==> config.mk <==
export PLATFORM = sky130hd
export DESIGN_NAME = upcounter_seq_monitor
export DESIGN_NICKNAME = d
export VERILOG_FILES = /design/src/rtl/counter_pkg.sv /design/src/rtl/sat_counter.sv /design/src/rtl/upcounter_seq_monitor.sv
export SDC_FILE = /design/constraint.sdc
export NUM_CORES = 1
export LEC_CHECK = 0
export ABC_AREA = 1
export BUFFER_PORTS_ARGS = -buffer_cell sky130_fd_sc_hd__clkbuf_2
export CAP_MARGIN = 20
export CORE_MARGIN = 1.5
export CORE_UTILIZATION = 53
export CTS_BUF_LIST = sky130_fd_sc_hd__clkbuf_4
export DETAILED_ROUTE_END_ITERATION = 8
export PLACE_DENSITY = 0.79
export SLEW_MARGIN = 40
export SYNTH_ARGS = -nofsm -noshare
export SYNTH_HDL_FRONTEND = slang
export SYNTH_HIERARCHICAL = 1
export SYNTH_SLANG_ARGS = --single-unit
==> constraint.sdc <==
create_clock -name clk -period 2.4 [get_ports clk]
set_clock_uncertainty 0.05 [all_clocks]
set_input_delay 0.48 -clock clk [delete_from_list [all_inputs] [get_ports clk]]
set_output_delay 0.48 -clock clk [all_outputs]
set_load 0.01 [all_outputs]
==> src/rtl/counter_pkg.sv <==
// Shared definitions for the 3-bit mod-8 up counter and its downstream sequence monitor.
package counter_pkg;

    localparam int              CNT_W   = 3;
    localparam logic [CNT_W-1:0] CNT_MAX = 3'd7;

    typedef enum logic [1:0] {
        ST_SYNC    = 2'b00,
        ST_LOCKED  = 2'b01,
        ST_ERROR   = 2'b10,
        ST_ILLEGAL = 2'b11
    } state_t;

    // Successor of a counter value; the natural width truncation gives the mod-8 wrap.
    function automatic logic [CNT_W-1:0] next_count(input logic [CNT_W-1:0] v);
        return v + 1'b1;
    endfunction

endpackage

==> src/rtl/sat_counter.sv <==
// Up counter that sticks at all-ones instead of wrapping; used for the mismatch tally.
module sat_counter #(
    parameter int W = 4
) (
    input  logic         clk,
    input  logic         clr,
    input  logic         inc,
    output logic [W-1:0] count
);

    // NOTE: sequential state is always written with <= so every flop samples pre-edge values.
    always_ff @(posedge clk or posedge clr) begin
        if (clr) begin
            count <= '0;
        end else if (inc && (count != '1)) begin
            count <= count + 1'b1;
        end
    end

endmodule

==> src/rtl/upcounter_seq_monitor.sv <==
// Watches the mod-8 counter bus, checks each sample for a legal step or hold,
// extends the count with a wrap counter and tracks lock/fault state.
module upcounter_seq_monitor
    import counter_pkg::*;
#(
    parameter int WRAP_W = 5,
    parameter int ERR_W  = 4
) (
    input  logic                      clk,
    input  logic                      clr,
    input  logic                      Qa,
    input  logic                      Qb,
    input  logic                      Qc,
    input  logic                      cnt_en,
    input  logic                      resync,
    output logic                      tc,
    output logic [WRAP_W+CNT_W-1:0]   ext_count,
    output logic                      locked,
    output logic                      err,
    output logic [ERR_W-1:0]          err_cnt,
    output logic [1:0]                state
);

    logic [CNT_W-1:0]  q;
    logic [CNT_W-1:0]  prev;
    logic [CNT_W-1:0]  expected;
    logic [WRAP_W-1:0] wrap_cnt;
    logic              step_ok;
    logic              wrap_hit;
    logic              mismatch;
    logic              tc_q;
    logic              err_q;
    state_t            state_q;
    state_t            state_d;

    assign q = {Qc, Qb, Qa};

    // NOTE: every always_comb output gets a default first so no path can infer a latch.
    always_comb begin
        expected = cnt_en ? next_count(prev) : prev;
        step_ok  = (q == expected);
        wrap_hit = cnt_en && (prev == CNT_MAX) && (q == '0);
        mismatch = (state_q == ST_LOCKED) && !resync && !step_ok;
    end

    always_ff @(posedge clk or posedge clr) begin
        if (clr) begin
            state_q <= ST_SYNC;
        end else begin
            state_q <= state_d;
        end
    end

    always_comb begin
        state_d = state_q;
        if (resync) begin
            state_d = ST_SYNC;
        end else begin
            case (state_q)
                ST_SYNC:   if (cnt_en) state_d = ST_LOCKED;
                ST_LOCKED: if (!step_ok) state_d = ST_ERROR;
                ST_ERROR:  state_d = ST_ERROR;
                default:   state_d = ST_SYNC;
            endcase
        end
    end

    // In LOCKED prev follows q on both a legal step/hold and a fault, so it loads unconditionally.
    always_ff @(posedge clk or posedge clr) begin
        if (clr) begin
            prev     <= '0;
            wrap_cnt <= '0;
            tc_q     <= 1'b0;
            err_q    <= 1'b0;
        end else begin
            tc_q <= 1'b0;
            if (resync) begin
                wrap_cnt <= '0;
                err_q    <= 1'b0;
            end else begin
                case (state_q)
                    ST_SYNC: begin
                        if (cnt_en) prev <= q;
                    end
                    ST_LOCKED: begin
                        prev <= q;
                        if (wrap_hit) begin
                            tc_q     <= 1'b1;
                            wrap_cnt <= wrap_cnt + 1'b1;
                        end
                        if (!step_ok) err_q <= 1'b1;
                    end
                    ST_ERROR: begin
                        prev <= q;
                    end
                    default: ;
                endcase
            end
        end
    end

    sat_counter #(.W(ERR_W)) u_err_cnt (
        .clk   (clk),
        .clr   (clr),
        .inc   (mismatch),
        .count (err_cnt)
    );

    always_comb begin
        tc        = tc_q;
        err       = err_q;
        locked    = (state_q == ST_LOCKED);
        state     = state_q;
        ext_count = {wrap_cnt, prev};
    end

endmodule

==> results.toml <==
[power_and_ir_drop]
switching_power_mw = 0.476
p_comb_share_pct = 45.6
p_per_area_mw_per_mm2 = 897
swShare_pct = 44.1
pwr-share-seq_pct = 41.1
peakVddDrop_mv = 0.525
p_clk_share_pct = 13.3
p_leak_nw = 0.693
p_int_mw = 0.602
p_total_mw = 1.08

[setup_path]
r2r_slack_ns = 0.44
path_max_fanout = 5
criticalPathCategory = "register to register"
max_stage_delay_ns = 0.43
rr_endpoint = "u_err_cnt/count[2]"
cp.depth = 13
critPathTopFamily = "adder cells"
crit_buf_inv = 4
cp.arrival_ns = 2.10
reg2regPathDepth = 13
start_kind = "register"
crit_chain = "ha_1, ha_1, inv_1, nand2_1, nand3_1, nand2_1, inv_1, nand3_1, nand2_1, inv_1, a21o_2, nand2_1, inv_1"
cp_slowest_cell = "dfrtp_1"
cp.required_ns = 2.53
endpoint_kind = "register"
r2r_start = "prev[0]"

[logic_synthesis]
yosysMostFrequentCell = "nand2_1"
synthTopCellsByCount = "nand2_1, inv_1, dfrtp_1, nand3_1, ha_1"
syn_nets = 146
async_flop_share_pct = 100
synth_area_mm2 = 0.00104
yosys_warnings = 6
synthTopCellsByArea = "dfrtp_1, nand2_1, ha_1"
synth_area_leader_cell = "dfrtp_1"
synth_ff_type = "dfrtp_1"
syn_avg_cell_area_um2 = 7.91
synth-edff-count = 0
synth.top_cell.area_share_pct = 38.3
synth_seq_area_share_pct = 38.3
synth_cell_types = 23
ys_seq_elements = 16
synthCells = 132

[routing]
ant_nets = 0
vias = 901
via_per_inst = 4.95
remaining_drc_errors = 0
finalWirelength_um = 1950
wire_per_inst_um = 10.7
drtIter0Drc = 13
firstDrtPassIters = 4

[run]
maxCapViolCount = 0

[clocking]
htree_levels = 1
cts-root-buf = "clkbuf_4"
numCtsBuffers = 3
cts_tree = "done"
holdBufCountCts = 0
cts_buffer_depth = 2
path_clk_slew_ns = 0.09
post-cts-setup-buffers = 0
clock-sinks = 16
worstSkewPairLatency_ns = 0.28
cts-resized-gates = 0

[sta]
tightest_slew_ns = 0.633
maxSlewViolCount = 0
fmax_mhz = 509
rsz0062_at_grt = "false"
tns_ns = 0
setup_violations = 0
period_share_pct = 81.9
period_needed_ns = 1.96
maxSlewHeadroom_pct = 57.4
finalHoldViolations = 0

[placement]
gp_congestion = 0.844
port-buffer-count = 23
dp_hpwl_um = 1540

[die]
boundaryPins = 24
core_area_mm2 = 0.00178
initial_core_util_pct = 58.6
die_w_um = 47.4
core.rowCount = 15
die_y_um = 47.4
die_area_mm2 = 0.00225

[global_routing]
grt_pass1_wl_um = 3280
antenna_found_initial = 0
grt_max_degree = 13
grt_pass1_vias = 818
grt.total_usage_pct = 20.7
gr-total-overflow = 0

[cells_and_area]
drive_gt1_share_pct = 28.0
syn2layout_area_growth_pct = 15.0
nets = 172
antenna_cells = 0

[outcome]
outcome = "finished, final reports clean"

[hold_path]
hold_class = "input pin to async pin"
cells by family after synthesis:
family          count (synthesis)  share of synthesized area (%)
buf+inv                        27                           11.3
simple gates                   70                           33.2
fa+ha+maj                       7                           8.38
flops                          16                           38.3
xor+xnor                        3                           2.52
compound gates                  9                           6.35
worst reg2reg max path: cells and delay by family, from the launching register on:
| family | cells | cell delay [ns] |
|---|---|---|
| adder cells (fa/ha/maj) | 2 | 0.50 |
| AND/OR/NAND/NOR | 6 | 0.42 |
| flip-flops | 1 | 0.43 |
| AO/OA/AOI/OAI | 1 | 0.21 |
| buffers and inverters | 4 | 0.26 |
power groups by stage:
| stage | registers (mW) | logic, mW | clock network [mW] |
|---|---|---|---|
| finish | 0.443 | 0.491 | 0.144 |
| global route | 0.459 | 0.566 | 0.165 |
| CTS | 0.443 | 0.497 | 0.151 |
| detailed placement | 0.448 | 0.493 | 0 |
| global placement | 0.440 | 0.476 | 0 |
| floorplan | 0.467 | 0.316 | 0 |
final cells by class:
class	count	area, um2
Clock buffer	3	22.5
Tap cell	25	31.3
Fill cell	160	582
Clock inverter	1	3.75
Timing Repair Buffer	23	115
Sequential cell	16	400
Multi-Input combinational cell	89	527
Inverter	25	101
stage by stage:
stage	instances	worst slack [ns]	area (um2)	hold WS (ns)	util, %
after floorplan	132	0.557	1040	0.196	-
after global placement	178	0.547	1170	0.312	65.9
after detailed placement	178	0.450	1170	0.316	65.9
after CTS	182	0.433	1200	0.00236	67.4
after global routing	182	0.264	1200	0.0138	67.4
final	182	0.435	1200	0.00462	67.4
layer usage:
metal  part of all wire (%)  up-vias  global-route usage [%]  wire length [um]
li1                       -      466                       -                 -
met1                     47      414                    28.0               911
met2                     51       21                    33.0               988
met3                    2.8        0                    3.46                54
met4                      0        0                    7.78                 0
met5                      0        -                       0                 0
state kept, by name (all words and copies together) (netlist names):
signal           count
u_err_cnt/count      4
tc                   1
prev                 3
wrap_cnt             5
state                2
err                  1
cells in the final DEF (no fill, tap or decap), types with 3 or more instances in the layout:
cell,synthesis,layout
inv_2,3,3
ha_1,7,7
nand2_1,39,39
inv_1,21,21
nor2_1,5,5
nand2_2,6,6
o21ai_0,4,4
clkbuf_4,0,3
dfrtp_1,16,16
clkbuf_2,0,23
nand3_1,13,13
worst max-delay path by stage:
| stage | start | to |
|---|---|---|
| final | prev[0] | u_err_cnt/count[2] |
| after global routing | prev[0] | u_err_cnt/count[2] |
| after CTS | prev[0] | u_err_cnt/count[2] |
| after detailed placement | prev[0] | u_err_cnt/count[2] |
| after global placement | prev[0] | u_err_cnt/count[2] |
| after floorplan | prev[0] | u_err_cnt/count[2] |
No activity file was read; power rests on OpenSTA's default activity.
